$ cat src/rtl/sat_adder_array_seq_pkg.sv
// rtl/sat_adder_array_seq_pkg.sv - node indices and configuration chain layout helpers
package sat_pkg;

    localparam int NODE_P = 0;
    localparam int NODE_G = 1;
    localparam int NODE_S = 2;
    localparam int NODE_C = 3;
    localparam int NODES  = 4;

    // Select field (shared by all lanes) followed by per-lane value field
    function automatic int cfg_width(input int lanes, input int width);
        return NODES * width + NODES * lanes * width;
    endfunction

    function automatic int sel_idx(input int k, input int n);
        return NODES * k + n;
    endfunction

    function automatic int val_idx(input int width, input int l, input int k, input int n);
        return NODES * width + NODES * (l * width + k) + n;
    endfunction

endpackage

$ cat src/rtl/sat_adder_array_seq_if.sv
// rtl/sat_adder_array_seq_if.sv - operand/result valid-ready bus of the adder array
interface sat_adder_array_seq_if #(
    parameter int LANES = 3,
    parameter int WIDTH = 3
);
    logic                     in_valid;
    logic                     in_ready;
    logic [LANES*WIDTH-1:0]   a;
    logic [LANES*WIDTH-1:0]   b;
    logic [LANES-1:0]         cin;
    logic                     out_valid;
    logic                     out_ready;
    logic [LANES*WIDTH-1:0]   sum;
    logic [LANES-1:0]         cout;

    modport master (
        output in_valid, a, b, cin, out_ready,
        input  in_ready, out_valid, sum, cout
    );

    modport slave (
        input  in_valid, a, b, cin, out_ready,
        output in_ready, out_valid, sum, cout
    );
endinterface

$ cat src/rtl/sat_adder_array_seq_bit_cell.sv
// rtl/sat_adder_array_seq_bit_cell.sv - single full-adder bit with per-node force overrides
module sat_bit_cell
    import sat_pkg::*;
(
    input  logic             a,
    input  logic             b,
    input  logic             cin,
    input  logic [NODES-1:0] sel,
    input  logic [NODES-1:0] val,
    output logic             s,
    output logic             c,
    output logic [NODES-1:0] raw
);

    logic p_raw;
    logic g_raw;
    logic s_raw;
    logic c_raw;
    logic p;
    logic g;

    assign p_raw = a ^ b;
    assign g_raw = a & b;
    assign p     = sel[NODE_P] ? val[NODE_P] : p_raw;
    assign g     = sel[NODE_G] ? val[NODE_G] : g_raw;

    // Downstream nodes see forced upstream values; raw is each node before its own force
    assign s_raw = p ^ cin;
    assign c_raw = g | (p & cin);
    assign s     = sel[NODE_S] ? val[NODE_S] : s_raw;
    assign c     = sel[NODE_C] ? val[NODE_C] : c_raw;

    always_comb begin
        raw         = '0;
        raw[NODE_P] = p_raw;
        raw[NODE_G] = g_raw;
        raw[NODE_S] = s_raw;
        raw[NODE_C] = c_raw;
    end

endmodule

$ cat src/rtl/sat_adder_array_seq.sv
// rtl/sat_adder_array_seq.sv - LANES x WIDTH fault-injectable ripple adder array with registered output
module sat_adder_array_seq
    import sat_pkg::*;
#(
    parameter int LANES = 3,
    parameter int WIDTH = 3
) (
    input  logic                  clk,
    input  logic                  rst_n,
    sat_adder_array_seq_if.slave  bus,
    input  logic                  cfg_en,
    input  logic                  cfg_si,
    output logic                  cfg_so,
    input  logic                  cfg_commit,
    input  logic                  cfg_capture
);

    localparam int CFG_W = cfg_width(LANES, WIDTH);
    localparam int SEL_W = NODES * WIDTH;
    localparam int CAP_W = NODES * LANES * WIDTH;

    logic [CFG_W-1:0]       shadow;
    logic [CFG_W-1:0]       active;
    logic [CAP_W-1:0]       cap_q;
    logic [CAP_W-1:0]       raw_nodes;
    logic [LANES*WIDTH-1:0] sum_d;
    logic [LANES*WIDTH-1:0] sum_q;
    logic [LANES-1:0]       cout_d;
    logic [LANES-1:0]       cout_q;
    logic                   out_valid_q;
    logic                   ready;
    logic                   accept;

    assign ready         = !out_valid_q | bus.out_ready;
    assign accept        = bus.in_valid & ready;
    assign bus.in_ready  = ready;
    assign bus.out_valid = out_valid_q;
    assign bus.sum       = sum_q;
    assign bus.cout      = cout_q;
    assign cfg_so        = shadow[0];

    for (genvar l = 0; l < LANES; l++) begin : g_lane
        logic [WIDTH:0] carry;

        assign carry[0] = bus.cin[l];

        for (genvar k = 0; k < WIDTH; k++) begin : g_bit
            logic [NODES-1:0] sel_k;
            logic [NODES-1:0] val_k;

            assign sel_k = active[sel_idx(k, 0) +: NODES];
            assign val_k = active[val_idx(WIDTH, l, k, 0) +: NODES];

            sat_bit_cell u_cell (
                .a   (bus.a[l*WIDTH+k]),
                .b   (bus.b[l*WIDTH+k]),
                .cin (carry[k]),
                .sel (sel_k),
                .val (val_k),
                .s   (sum_d[l*WIDTH+k]),
                .c   (carry[k+1]),
                .raw (raw_nodes[(l*WIDTH+k)*NODES +: NODES])
            );
        end

        assign cout_d[l] = carry[WIDTH];
    end

    always_ff @(posedge clk or negedge rst_n) begin
        if (!rst_n) begin
            out_valid_q <= 1'b0;
            sum_q       <= '0;
            cout_q      <= '0;
            cap_q       <= '0;
        end else if (accept) begin
            out_valid_q <= 1'b1;
            sum_q       <= sum_d;
            cout_q      <= cout_d;
            cap_q       <= raw_nodes;
        end else if (bus.out_ready) begin
            out_valid_q <= 1'b0;
        end
    end

    // Capture pre-empts commit and shift; commit and shift may share an edge
    always_ff @(posedge clk or negedge rst_n) begin
        if (!rst_n) begin
            shadow <= '0;
            active <= '0;
        end else if (cfg_capture) begin
            shadow <= {cap_q, active[SEL_W-1:0]};
        end else begin
            if (cfg_commit) begin
                active <= shadow;
            end
            if (cfg_en) begin
                shadow <= {cfg_si, shadow[CFG_W-1:1]};
            end
        end
    end

endmodule

$ cat src/flat_wrapper.sv
// flat-port wrapper written by rule: the top's interface ports become plain ports
module sat_adder_array_seq_flat import sat_pkg::*;
#(
    parameter int LANES = 3,
    parameter int WIDTH = 3
)
  (clk, rst_n, cfg_en, cfg_si, cfg_so, cfg_commit, cfg_capture, bus_in_valid, bus_a, bus_b, bus_cin, bus_out_ready, bus_in_ready, bus_out_valid, bus_sum, bus_cout);
  sat_adder_array_seq_if #(.LANES(LANES), .WIDTH(WIDTH)) bus_i ();
  input  logic clk;
  input  logic rst_n;
  input  logic cfg_en;
  input  logic cfg_si;
  output logic cfg_so;
  input  logic cfg_commit;
  input  logic cfg_capture;
  input wire logic [$bits(bus_i.in_valid)-1:0] bus_in_valid;
  input wire logic [$bits(bus_i.a)-1:0] bus_a;
  input wire logic [$bits(bus_i.b)-1:0] bus_b;
  input wire logic [$bits(bus_i.cin)-1:0] bus_cin;
  input wire logic [$bits(bus_i.out_ready)-1:0] bus_out_ready;
  output wire logic [$bits(bus_i.in_ready)-1:0] bus_in_ready;
  output wire logic [$bits(bus_i.out_valid)-1:0] bus_out_valid;
  output wire logic [$bits(bus_i.sum)-1:0] bus_sum;
  output wire logic [$bits(bus_i.cout)-1:0] bus_cout;
  assign bus_i.in_valid = bus_in_valid;
  assign bus_i.a = bus_a;
  assign bus_i.b = bus_b;
  assign bus_i.cin = bus_cin;
  assign bus_i.out_ready = bus_out_ready;
  assign bus_in_ready = bus_i.in_ready;
  assign bus_out_valid = bus_i.out_valid;
  assign bus_sum = bus_i.sum;
  assign bus_cout = bus_i.cout;
  sat_adder_array_seq #(.LANES(LANES), .WIDTH(WIDTH)) u_core (.clk(clk), .rst_n(rst_n), .bus(bus_i), .cfg_en(cfg_en), .cfg_si(cfg_si), .cfg_so(cfg_so), .cfg_commit(cfg_commit), .cfg_capture(cfg_capture));
endmodule
$ cat config.mk
export PLATFORM = sky130hd
export DESIGN_NAME = sat_adder_array_seq_flat
export DESIGN_NICKNAME = d
export VERILOG_FILES = /design/src/rtl/sat_adder_array_seq_pkg.sv /design/src/rtl/sat_adder_array_seq_if.sv /design/src/rtl/sat_adder_array_seq_bit_cell.sv /design/src/rtl/sat_adder_array_seq.sv /design/src/flat_wrapper.sv
export SDC_FILE = /design/constraint.sdc
export NUM_CORES = 1
export LEC_CHECK = 0
export CAP_MARGIN = 20
export CORE_ASPECT_RATIO = 0.9
export CORE_MARGIN = 8
export CORE_UTILIZATION = 30
export DETAILED_ROUTE_END_ITERATION = 12
export PLACE_DENSITY = 0.49
export SLEW_MARGIN = 40
export SYNTH_ARGS = -nofsm -noshare
export SYNTH_HDL_FRONTEND = slang
export SYNTH_SLANG_ARGS = --single-unit
$ cat constraint.sdc
create_clock -name clk -period 3.38 [get_ports clk]
set_input_delay 1.014 -clock clk [delete_from_list [all_inputs] [get_ports clk]]
set_output_delay 1.014 -clock clk [all_outputs]
set_load 0.05 [all_outputs]
== Word-level counts from Yosys, hierarchy flattened ==
Index checks and enable logic that the tools add are counted.

* Equality and inequality tests: 0
* Add/sub/neg operators: 0
* Multipliers: 0
* Multiplexer cells: 40
* Order comparisons: 0
* Reductions and logical operators: 4
* Bitwise gates (word level): 48
* Divide/modulo/power cells: 0
* Shifts and indexed selects: 0

{| class="wikitable"
|+ Operators with widths
! cell !! number
|-
| two-way mux 48 bit || 2
|-
| two-way mux 1 bit || 38
|-
| bitwise AND 1 bit || 19
|-
| XOR 1 bit || 18
|-
| OR 1 bit || 10
|-
| nonzero test 2 bit || 2
|-
| AND reduction 2 bit || 1
|-
| logical NOT 1 bit || 1
|-
| NOT 1 bit || 1
|}

* Input bits: 29
* Flip-flop bits (word level): 145
* Logic and storage cells: 98
* RAM bits: 0
* ROM bits: 0
* Memories: 0
* Bits in latches: 0

== Longest topological paths before layout ==
* Depth in word-level cells: 11
* Gate-level depth with buffers: 11
* Gate-level depth less buffers: 11

== Modules after synthesis ==
Synthesis repeated with hierarchy kept, for this count alone.

* Cell total of the unflattened synthesis: 533
* Area total of the unflattened synthesis: 6946.7 µm²

{| class="wikitable"
|+ Modules (own cells, without submodules)
! module !! cells an instance !! area an instance (µm²) !! times used
|-
| sat_adder_array_seq || 416 || 5899.4 || 1
|-
| sat_bit_cell || 13 || 116.4 || 9
|}

== Least setup slack after synthesis ==
No wires, ideal clock.

* Kind: input port to flip-flop
* Start: input bus_b[3]
* End: register u_core.cout_q[1] (netlist: u_core.bus.cout[1])
* Slack: -322 ps
* Path buffers: 0
* Arrival: 3569 ps
* Data required time: 3247 ps
* Setup time: 133 ps
* Cell stages on the path: 11
* Cells stage by stage: ha_1 -> mux2_2 -> ha_1 -> a211o_1 -> mux2_2 -> ha_1 -> a211o_1 -> mux2_2 -> ha_1 -> a2111oi_0 -> o2bb2ai_1

* Word-level cells in the longest chain between the ends: 11
* Elaborated cells between the ends (all ways): 13
* Those cells by class: mux: 5; bitwise: 8

{| class="wikitable"
|+ RTL lines
! what !! RTL line !! RTL
|-
| start: declaration || flat_wrapper.sv:18 || <nowiki>input wire logic [$bits(bus_i.b)-1:0] bus_b;</nowiki>
|-
| XOR 1 bit || sat_adder_array_seq_bit_cell.sv:22 || <nowiki>assign p_raw = a ^ b;</nowiki>
|-
| two-way mux 1 bit || sat_adder_array_seq_bit_cell.sv:24 || <nowiki>assign p = sel[NODE_P] ? val[NODE_P] : p_raw;</nowiki>
|-
| bitwise AND 1 bit || sat_adder_array_seq_bit_cell.sv:29 || <nowiki>assign c_raw = g | (p & cin);</nowiki>
|-
| OR 1 bit (*) || sat_adder_array_seq_bit_cell.sv:29 ||
|-
| two-way mux 1 bit (*) || sat_adder_array_seq_bit_cell.sv:31 || <nowiki>assign c = sel[NODE_C] ? val[NODE_C] : c_raw;</nowiki>
|-
| bitwise AND 1 bit (*) || sat_adder_array_seq_bit_cell.sv:29 ||
|-
| OR 1 bit (*) || sat_adder_array_seq_bit_cell.sv:29 ||
|-
| two-way mux 1 bit (*) || sat_adder_array_seq_bit_cell.sv:31 ||
|-
| bitwise AND 1 bit (*) || sat_adder_array_seq_bit_cell.sv:29 ||
|-
| OR 1 bit (*) || sat_adder_array_seq_bit_cell.sv:29 ||
|-
| two-way mux 1 bit (*) || sat_adder_array_seq_bit_cell.sv:31 ||
|-
| end signal: assignment || sat_adder_array_seq.sv:78 || <nowiki>cout_q <= cout_d;</nowiki>
|-
| end: declaration || sat_adder_array_seq.sv:29 || <nowiki>logic [LANES-1:0] cout_q;</nowiki>
|}

Every way passes the cells marked *; elsewhere a longest branch is shown, timed or not.
A chain may end at the register's enable or synchronous reset.

== Worst setup path after layout ==
* Start: input bus_a[6]
* End: register u_core.cout_q[2] (netlist: u_core.bus.cout[2])

* Word-level cells in the longest chain between the ends: 11
* Elaborated cells between the ends (all ways): 13
* Those cells by class: mux: 5; bitwise: 8

{| class="wikitable"
|+ RTL lines
! what !! RTL line !! RTL
|-
| start: declaration || flat_wrapper.sv:17 || <nowiki>input wire logic [$bits(bus_i.a)-1:0] bus_a;</nowiki>
|-
| XOR 1 bit || sat_adder_array_seq_bit_cell.sv:22 ||
|-
| named net u_core.g_lane[2].g_bit[0].u_cell.p_raw || sat_adder_array_seq_bit_cell.sv:15 || <nowiki>logic p_raw;</nowiki>
|-
| two-way mux 1 bit || sat_adder_array_seq_bit_cell.sv:24 ||
|-
| bitwise AND 1 bit || sat_adder_array_seq_bit_cell.sv:29 ||
|-
| OR 1 bit || sat_adder_array_seq_bit_cell.sv:29 ||
|-
| two-way mux 1 bit || sat_adder_array_seq_bit_cell.sv:31 ||
|-
| bitwise AND 1 bit || sat_adder_array_seq_bit_cell.sv:29 ||
|-
| OR 1 bit || sat_adder_array_seq_bit_cell.sv:29 ||
|-
| two-way mux 1 bit || sat_adder_array_seq_bit_cell.sv:31 ||
|-
| bitwise AND 1 bit || sat_adder_array_seq_bit_cell.sv:29 ||
|-
| OR 1 bit || sat_adder_array_seq_bit_cell.sv:29 ||
|-
| two-way mux 1 bit || sat_adder_array_seq_bit_cell.sv:31 ||
|}

The timed path passes the listed nets, and every way through them passes these cells.

==> out/metrics.cfg <==
[status]
status=finished, final reports clean

[power_and_ir_drop]
p_sw_mw=1.673
p_leak_nw=3.641
vdd_ir_drop_max_uv=276.7
p_sw_frac=0.2831
power_density_mw_per_mm2=722.2
p_clk_frac=0.357
intPower_mw=4.237
pwr-share-seq=0.428
power_frac_comb=0.215

[finish]
filler_cell_count=2052
regArea_mm2=0.003628
nets=591
syn2layout_area_growth_pct=24.12
drive_above_1_share=0.2998
n_antenna_cell=0
final_cell_mix=dfrtp_1 (145), mux2_2 (70), mux2i_1 (56)
multi_input_area_mm2=0.002964
fin_cells=848
final_common_cell=dfrtp_1

[job]
maxCapViolCount=0

[placed_design]
gp_congestion=0.7212
hpwl_um=10390
io_buffers=43
place_inst=816

[floorplan]
row_count=51
dieArea_mm2=0.02698
start_util=0.3048
fp.dieW_um=172.3
design.portCount=44
die_h_um=156.6
core_area_mm2=0.02163

[timing]
finClkSkew_ns=0.006514
tightest_slew_ns=0.7010
rsz0062_at_grt=yes
finalMaxSlewViolations=0
setup_viol=0
max_slew_margin=0.5327
finalCriticalPeriod_ns=3.334
final_hold_viol_count=0
period_share=0.9863
hold_ws_ns=0.4791
fmax_mhz=300.0

[clock_network]
clockBufferDepth=2
clockRootBuffer=clkbuf_16
cts_setup_buffers=0
clock_latency_ns=0.42
cts_tree=done
cts_made_buffers=17
clkSinkCount=145
cts_max_level=4
clkSlewWorstSetupHoldPaths_ns=0.06

[grt]
antenna_found_initial=0
grt_overflow=0
grt_pass1_vias=4390
grt_max_degree=72
grt_pass1_wl_um=25310
grt_usage=0.1230

[worst_setup_path]
cpPeakStageDelay_ns=0.29
worstSetupEndpointType=register
ff2ff_setup_slack_ns=0.26
critPathKind=in2reg
cpMaxStageDelayCell=mux2_4
crit_buf_inv=1
critPathMostFrequentCell=ha_4
rr_startpoint=u_core.active[0]
worstPathMaxFanout=2
reg2reg_depth=10
worstSetupStartpointType=input port
cpLargestDelayFamily=compound AO/OA/AOI/OAI gates
path_cells=buf_6, ha_4, mux2_4, ha_4, a211o_1, mux2_4, ha_4, a211o_1, mux2_4, ha_4, a2111oi_4, o2bb2ai_1
worstPathRequired_ns=3.68
r2r_end=u_core.bus.cout[2]
cp.arrival_ns=3.63

[routing]
via_per_inst=4.787
met1Wirelength_um=7432
drt-total-wl_um=15550
routedWlPerCell_um=18.34
met2_length_um=7208
met3WireLength_um=748
drcViolationCount=0
final_antenna_net_count=0
drt-initial-drc-count=234
top_layer_used=met4
drt_first_pass_iters=4
via_count=4059

[logic_synthesis]
netlist_instances=506
syn_area_per_cell_um2=13.03
seq_area_frac_synth=0.5504
ys_types=25
synthDominantCellAreaShare=0.5504
yosysTopAreaCell=dfrtp_1
synthTopCellsByArea=dfrtp_1 (55%), mux2_2 (13%), mux2i_1 (8.7%), mux2_4 (3.9%), o21ai_0 (3.6%)
ys_warn_count=0
netlist_area_mm2=0.006593
synth_fp_nets=553
ys_seq_elements=145

[hold_path]
hold_class=reg2reg
hold_depth=2
hold_end=u_core.shadow[16]
hp-start=u_core.cap_q[4]

-- kinds of logic (layout without fill, tap and decap cells) --
group	Yosys count	count (layout)	share of synthesized area
adders and majority gates	18	18	0.03416
buffers and inverters	35	86	0.03321
AOI/OAI and AO/OA	87	87	0.07402
muxes	153	153	0.2602
DFF	145	145	0.5504
and+or+nand+nor	68	68	0.04802
-- worst register-to-register path: stages, from the launching register on --
cell	delay, ns
dfrtp_1	0.63
mux2_4	0.36
ha_4	0.16
a211o_1	0.28
mux2_4	0.29
ha_4	0.16
a211o_1	0.28
mux2_4	0.29
ha_4	0.18
a2111oi_4	0.27
o2bb2ai_1	0.11
-- layer usage --
layer	vias to the layer above	global-route usage
met5	-	0
met2	67	0.1901
li1	1876	-
met3	13	0.03047
met4	0	0.03322
met1	2103	0.1684
-- synthesized netlist by cell type --
cell type / count
nand2b_4: 2
dfrtp_1: 145
buf_1: 3
buf_6: 5
nor2b_1: 9
mux2i_1: 57
nand3_1: 3
buf_8: 1
nand2_1: 49
o21ai_0: 48
mux2_2: 79
clkbuf_4: 1
buf_2: 9
a2111oi_0: 3
mux2_4: 17
o2bb2ai_1: 3
and2_4: 1
a211oi_1: 3
clkbuf_1: 13
ha_1: 18
buf_12: 1
buf_4: 2
nand2b_1: 4
a21oi_1: 24
a211o_1: 6
-- power by group through the flow --
stage          Combinational [mW]  Clock [mW]  Sequential, mW
2_1_floorplan               0.776           0            2.56
3_3_place_gp                 1.22           0            2.54
3_5_place_dp                 1.25           0            2.55
4_1_cts                      1.27        2.17            2.53
5_1_grt                      1.39        2.24            2.59
6_report                     1.27        2.11            2.53
-- flip-flops by register name, indices dropped and copies added, names as in the netlist --
name / count
u_core.active: 48
u_core.bus.cout: 3
u_core.bus.out_valid: 1
u_core.bus.sum: 9
u_core.cap_q: 36
u_core.shadow: 48
-- worst max-delay path by stage --
stage	startpoint	endpoint	slack (ns)	cells past startpoint
global route	bus_a[6]	u_core.bus.cout[2]	-0.03	12
CTS	bus_b[6]	u_core.cap_q[34]	0.04	11
finish	bus_a[6]	u_core.bus.cout[2]	0.05	12
floorplan	bus_b[0]	u_core.cap_q[10]	-0.02	10
detailed placement	bus_b[6]	u_core.bus.cout[2]	-0.64	12
global placement	bus_b[0]	u_core.cap_q[11]	-0.60	12
-- per-stage QoR --
step | utilization | total power [mW] | setup WS, ns | instance area (um^2) | setup TNS, ns
2_1_floorplan | - | 3.337 | -0.02107 | 6748 | -0.02107
3_3_place_gp | 0.3447 | 3.757 | -0.5983 | 7457 | -7.123
3_5_place_dp | 0.3447 | 3.798 | -0.6422 | 7457 | -7.358
4_1_cts | 0.3769 | 5.975 | 0.04252 | 8153 | 0
5_1_grt | 0.3783 | 6.218 | -0.03055 | 8183 | -0.03055
6_report | 0.3783 | 5.910 | 0.04633 | 8183 | 0
-- final cells by class --
type | instances | share of cell area
clock buffer | 23 | 0.06086
clock inverter | 9 | 0.02141
multi-input combinational | 326 | 0.3622
sequential | 145 | 0.4434
tap | 291 | 0.04450
timing repair buffer | 54 | 0.06758
-- what timing repair did --
item | CTS | global route
pin swaps | 1 | 14
endpoints found under the setup margin | 12 | 8
gates resized for setup | 9 | 14
hold buffers | 0 | 0
Note: power is estimated with default switching activity, not from simulation.
==> patch 1: new RTL, same flow settings <==
Register the inputs `cfg_en`, `cfg_si`, `cfg_commit` and `cfg_capture` before use. The logic sees them one clock later. The other inputs are not delayed to match.
--- a/src/rtl/sat_adder_array_seq.sv
+++ b/src/rtl/sat_adder_array_seq.sv
@@ -18,6 +18,18 @@
     localparam int CFG_W = cfg_width(LANES, WIDTH);
     localparam int SEL_W = NODES * WIDTH;
     localparam int CAP_W = NODES * LANES * WIDTH;
+
+    logic cfg_en_q;
+    logic cfg_si_q;
+    logic cfg_commit_q;
+    logic cfg_capture_q;
+
+    always_ff @(posedge clk) begin
+        cfg_en_q      <= cfg_en;
+        cfg_si_q      <= cfg_si;
+        cfg_commit_q  <= cfg_commit;
+        cfg_capture_q <= cfg_capture;
+    end
 
     logic [CFG_W-1:0]       shadow;
     logic [CFG_W-1:0]       active;
@@ -87,14 +99,14 @@
         if (!rst_n) begin
             shadow <= '0;
             active <= '0;
-        end else if (cfg_capture) begin
+        end else if (cfg_capture_q) begin
             shadow <= {cap_q, active[SEL_W-1:0]};
         end else begin
-            if (cfg_commit) begin
+            if (cfg_commit_q) begin
                 active <= shadow;
             end
-            if (cfg_en) begin
-                shadow <= {cfg_si, shadow[CFG_W-1:1]};
+            if (cfg_en_q) begin
+                shadow <= {cfg_si_q, shadow[CFG_W-1:1]};
             end
         end
     end
Behaviour: not the same (Yosys sat finds a counterexample within 10 cycles, from zero or initial values and one cycle with rst_n low).
==> patch 1 against the original RTL <==
Power up 0.51%; combinational power about the same; setup slack better by 0.0074 ns; cell area up 0.29%; sequential cell count up 4; wire length up 2.4%; die area up 1.1%; area after synthesis up 1.2%; largest cell class unchanged; highest routed layer unchanged.
==> patch 1: results (changes against the original RTL) <==
- The portion of the layout cell area used by clock cells was 0.0794 (was 0.0823).
- Share of cell area taken by flip-flops and latches: 0.452 (was 0.443)
* Critical Path End: u_core.cap_q[22] (was u_core.bus.cout[2])
- The count of clock tree sinks came to 149 (was 145).
- The least setup slack across all paths after layout was 0.0537 ns (was 0.0463 ns).
- The proportion of synthesized flip-flops having asynchronous set or reset is 0.973 (was 1.00).
- Cell types with the largest area share after synthesis: dfrtp_1, mux2_2, mux2i_1, mux2_4, o21ai_0 (unchanged)
- The number of nets in the finished design was 594 (was 591).
* Global-route wire length before repair: 25800 um (was 25300 um)
* Combined area of the multi-input logic cells: 2940 sq um (was 2960 sq um)
- The global routing usage summed across all routing layers is 0.122 (was 0.123).
- Number of non-clock buffers: 53 (was 54)
* Clkbuf count: 24 (was 23)
- The number of global-route vias before repair came to 4392 (was 4390).
- Fin Clk Skew: 0.0134 ns (was 0.00651 ns)
- Total vias in the final route: 4072 (was 4059)
* Portion of the layout cell area used by non-clock buffers: 0.0653 (was 0.0676)
- Number of DRC violations after detailed-routing iteration 0: 255 (was 234)
* Layout Cells excl Fill: 851 (was 848)
- Peak VDD IR: 0.274 mV (was 0.277 mV)
- Data arrival at the endpoint of the critical path: 3.62 ns (was 3.63 ns)
- Multiplexer share of the synthesized area: 0.257 (was 0.260)
- Run status: completed (unchanged).
- The post-cts repair resize count came to 13 (was 9).
- The count of placed standard cells including taps came to 818 (was 816).
- The placed instance area is 7520 sq um (was 7460 sq um).
* Placer congestion estimate: 0.709 (was 0.721)
- Fill cell instance count of the final layout: 2077 (was 2052)
- The fraction of the mapped netlist area in adder cells was 0.0338 (was 0.0342).
- The compound-gate portion of the synthesized area is 0.0731 (was 0.0740).
* Number of distinct standard cells referenced by the synthesized netlist: 26 (was 25)
- Synthesized area per cell: 13.1 sq um (was 13.0 sq um)
* Setup Slack @ Placement: -0.664 ns (was -0.642 ns)
-- patch 1: cell count changes after synthesis, sizes merged --
cell	delta
dfxtp	+4
-- patch 1: layer usage --
| layer | vias to the layer above | GRT usage | part of all wire |
|---|---|---|---|
| met5 | - | 0 | 0 |
| met3 | 12 | 0.0283 | 0.033 |
| met1 | 2110 | 0.166 | 0.50 |
| met2 | 58 | 0.192 | 0.46 |
| li1 | 1892 | - | - |
| met4 | 0 | 0.0332 | 0.0091 |
-- patch 1: power breakdown --
group,total [uW],internal (uW),switching [uW]
combinational,1270,668,600
sequential,2570,2210,365
clock,2100,1370,731
-- patch 1: worst max-delay path, cell delays in order --
cell and delay, ns:
clkdlybuf4s15_1 0.20, ha_4 0.22, mux2_4 0.26, ha_2 0.16, a211o_1 0.28, mux2_4 0.27, ha_2 0.17, a211o_1 0.28
mux2_4 0.29, ha_4 0.22, mux2_4 0.26
==> patch 2: new RTL, config.mk and constraints unchanged <==
Made on the original files. `WIDTH` is set to 3 in 3 places; all go to 5.
--- a/src/rtl/sat_adder_array_seq_if.sv
+++ b/src/rtl/sat_adder_array_seq_if.sv
@@ -1,7 +1,7 @@
 // rtl/sat_adder_array_seq_if.sv - operand/result valid-ready bus of the adder array
 interface sat_adder_array_seq_if #(
     parameter int LANES = 3,
-    parameter int WIDTH = 3
+    parameter int WIDTH = 5
 );
     logic                     in_valid;
     logic                     in_ready;
--- a/src/rtl/sat_adder_array_seq.sv
+++ b/src/rtl/sat_adder_array_seq.sv
@@ -3,7 +3,7 @@
     import sat_pkg::*;
 #(
     parameter int LANES = 3,
-    parameter int WIDTH = 3
+    parameter int WIDTH = 5
 ) (
     input  logic                  clk,
     input  logic                  rst_n,
--- a/src/flat_wrapper.sv
+++ b/src/flat_wrapper.sv
@@ -2,7 +2,7 @@
 module sat_adder_array_seq_flat import sat_pkg::*;
 #(
     parameter int LANES = 3,
-    parameter int WIDTH = 3
+    parameter int WIDTH = 5
 )
   (clk, rst_n, cfg_en, cfg_si, cfg_so, cfg_commit, cfg_capture, bus_in_valid, bus_a, bus_b, bus_cin, bus_out_ready, bus_in_ready, bus_out_valid, bus_sum, bus_cout);
   sat_adder_array_seq_if #(.LANES(LANES), .WIDTH(WIDTH)) bus_i ();
Ports: changed (resized bus_a, bus_b and bus_sum); port bits go from 44 to 62. The function was not compared with the original's and may differ.
==> patch 2 against the original RTL <==
The run now ends with setup timing left; worst hold slack worse by 0.040 ns; setup slack lost 1.2 ns; synthesized cell count increased by 63%; maximum frequency down 26%; wire length rose by 74%; area after synthesis is 65% higher; clock power up 32%; power up 47%; sequential cell count is 94 higher; register-to-register slack got worse by 1.2 ns; non-clock buffer count up 41; cell area rose by 64%; critical endpoint unchanged; largest power group unchanged; highest routed layer unchanged.
==> patch 2: results (changes against the original RTL) <==
- Run status: complete, but fails checks (was completed).
- Violated checks: setup timing
- Pin count of the biggest net entering global routing: 161 (was 72)
- The number of global-route vias before repair is 7000 (was 4390).
- Number of DRC violations after detailed-routing iteration 0: 371 (was 234)
- Total number of H-tree levels: 1 (was 4)
- Smallest setup slack after layout: -1.14 ns (was 0.0463 ns)
- The die span in x was 217 um (was 172 um).
- The post-place setup slack was -2.04 ns (was -0.642 ns).
- Final routed wirelength across all metal layers: 27000 um (was 15600 um)
- The leakage power was 0.00602 uW (was 0.00364 uW).
* Seq/Total Area, Yosys: 0.550 (about the same)
- The clock transition at the register clock pins on the worst setup and hold paths after CTS came to 0.06 ns (about the same).
* Number of distinct standard cells referenced by the synthesized netlist: 23 (was 25)
* Global-route wire length before repair: 43400 um (was 25300 um)
* Cell types with the largest area share after synthesis: dfrtp_1, mux2_2, mux2i_1, mux2_4, o21ai_0 (unchanged)
* Vias per std cell: 4.72 (was 4.79)
- First-pass iteration count of the detailed router: 5 (was 4)
- Fin Clk Skew: 0.0196 ns (was 0.00651 ns)
- The half-perimeter wire length after detailed placement came to 17800 um (was 10400 um).
- The signal arrival time at the worst endpoint was 4.91 ns (was 3.63 ns).
* Share of post-route cells with drive strength above 1: 0.303 (was 0.300)
- Number of nets in the layout: 966 (was 591)
- TritonCTS buffer count: 27 (was 17)
- Fill cell instance count of the final layout: 3465 (was 2052)
* Placer congestion estimate: 0.719 (was 0.721)
* Ranking of synthesized cells by instance count: dfrtp_1, mux2_2, mux2i_1 (unchanged)
- Clock tree buffer depth: 3 (was 2)
- The insertion delay to the later sink of the worst-skew pair is 0.53 ns (was 0.42 ns).
- The relative max-transition margin came to 0.550 (was 0.533).
* Post-synthesis net count: 898 (was 553)
* Count of input and output buffers: 61 (was 43)
- Setup violators final: 21 (was 0)
- The global routing usage summed across all routing layers is 0.128 (was 0.123).
* Peak VDD IR: 0.361 mV (was 0.277 mV)
[patch 2: cell count changes after synthesis, moves of 24 or more]
cell,change
o21ai_0,+32
mux2i_1,+38
mux2_4,+24
dfrtp_1,+94
mux2_2,+44
nand2_1,+31
[patch 2: cell type report]
cell class,instances,area share
clock buffer,45,0.0606
multi-input combinational,532,0.368
clock inverter,4,0.00149
timing repair buffer,95,0.0796
tap,476,0.0444
sequential,239,0.446
[patch 2: final timing paths]
kind | cells after the start | startpoint | endpoint
worst max-delay path | 18 | bus_a[10] | u_core.bus.cout[2]
worst min-delay path | 1 | rst_n | u_core.cap_q[45]
worst max register to register | 17 | u_core.active[0] | u_core.bus.cout[2]
worst min register to register | 2 | u_core.cap_q[56] | u_core.shadow[76]
max in group asynchronous | 2 | rst_n | u_core.cap_q[0]
min in group clk | 2 | u_core.cap_q[56] | u_core.shadow[76]
[patch 2: layer usage]
| layer | GRT usage | vias to the layer above | share of wire |
|---|---|---|---|
| li1 | - | 3068 | - |
| met1 | 0.189 | 3361 | 0.49 |
| met2 | 0.198 | 111 | 0.45 |
| met3 | 0.0201 | 24 | 0.050 |
| met4 | 0.0240 | 0 | 0.015 |
| met5 | 0 | - | 0 |
[patch 2: logic make-up (layout without fill, tap and decap cells)]
family,after synthesis,in the layout,share of synthesized area
multiplexers,259,259,0.272
AND/OR/NAND/NOR,106,106,0.0432
flip-flops,239,239,0.550
buffers and inverters,56,144,0.0304
AO/OA/AOI/OAI,137,137,0.0700
adder cells (fa/ha/maj),30,30,0.0345
[patch 2: timing repair]
action                     4_1_cts  5_1_grt
setup buffers                    2        4
setup endpoints to repair       30       23
pin swaps                       29       29
gates resized for setup         43        4
[patch 2: stage by stage]
| step | std cells | area [sq um] |
|---|---|---|
| after floorplan | 827 | 11100 |
| after global placement | 1337 | 12400 |
| after detailed placement | 1337 | 12400 |
| after CTS | 1388 | 13400 |
| after global routing | 1391 | 13400 |
| final | 1391 | 13400 |
[patch 2: worst max-delay path: stages]
cell and delay (ns):
buf_6 0.10, ha_4 0.22, mux2_4 0.28, ha_4 0.15, a211o_1 0.25, mux2_4 0.29
ha_4 0.15, a211o_1 0.24, mux2_4 0.29, ha_4 0.15, a211o_1 0.24, mux2_4 0.29
ha_4 0.15, a211o_1 0.26, mux2_4 0.31, ha_4 0.18, a2111oi_4 0.26, o2bb2ai_1 0.10
[patch 2: report_power, final]
group	switching, uW	total [uW]	internal, uW
sequential	520	4020	3500
combinational	868	1880	1010
clock	1160	2780	1630
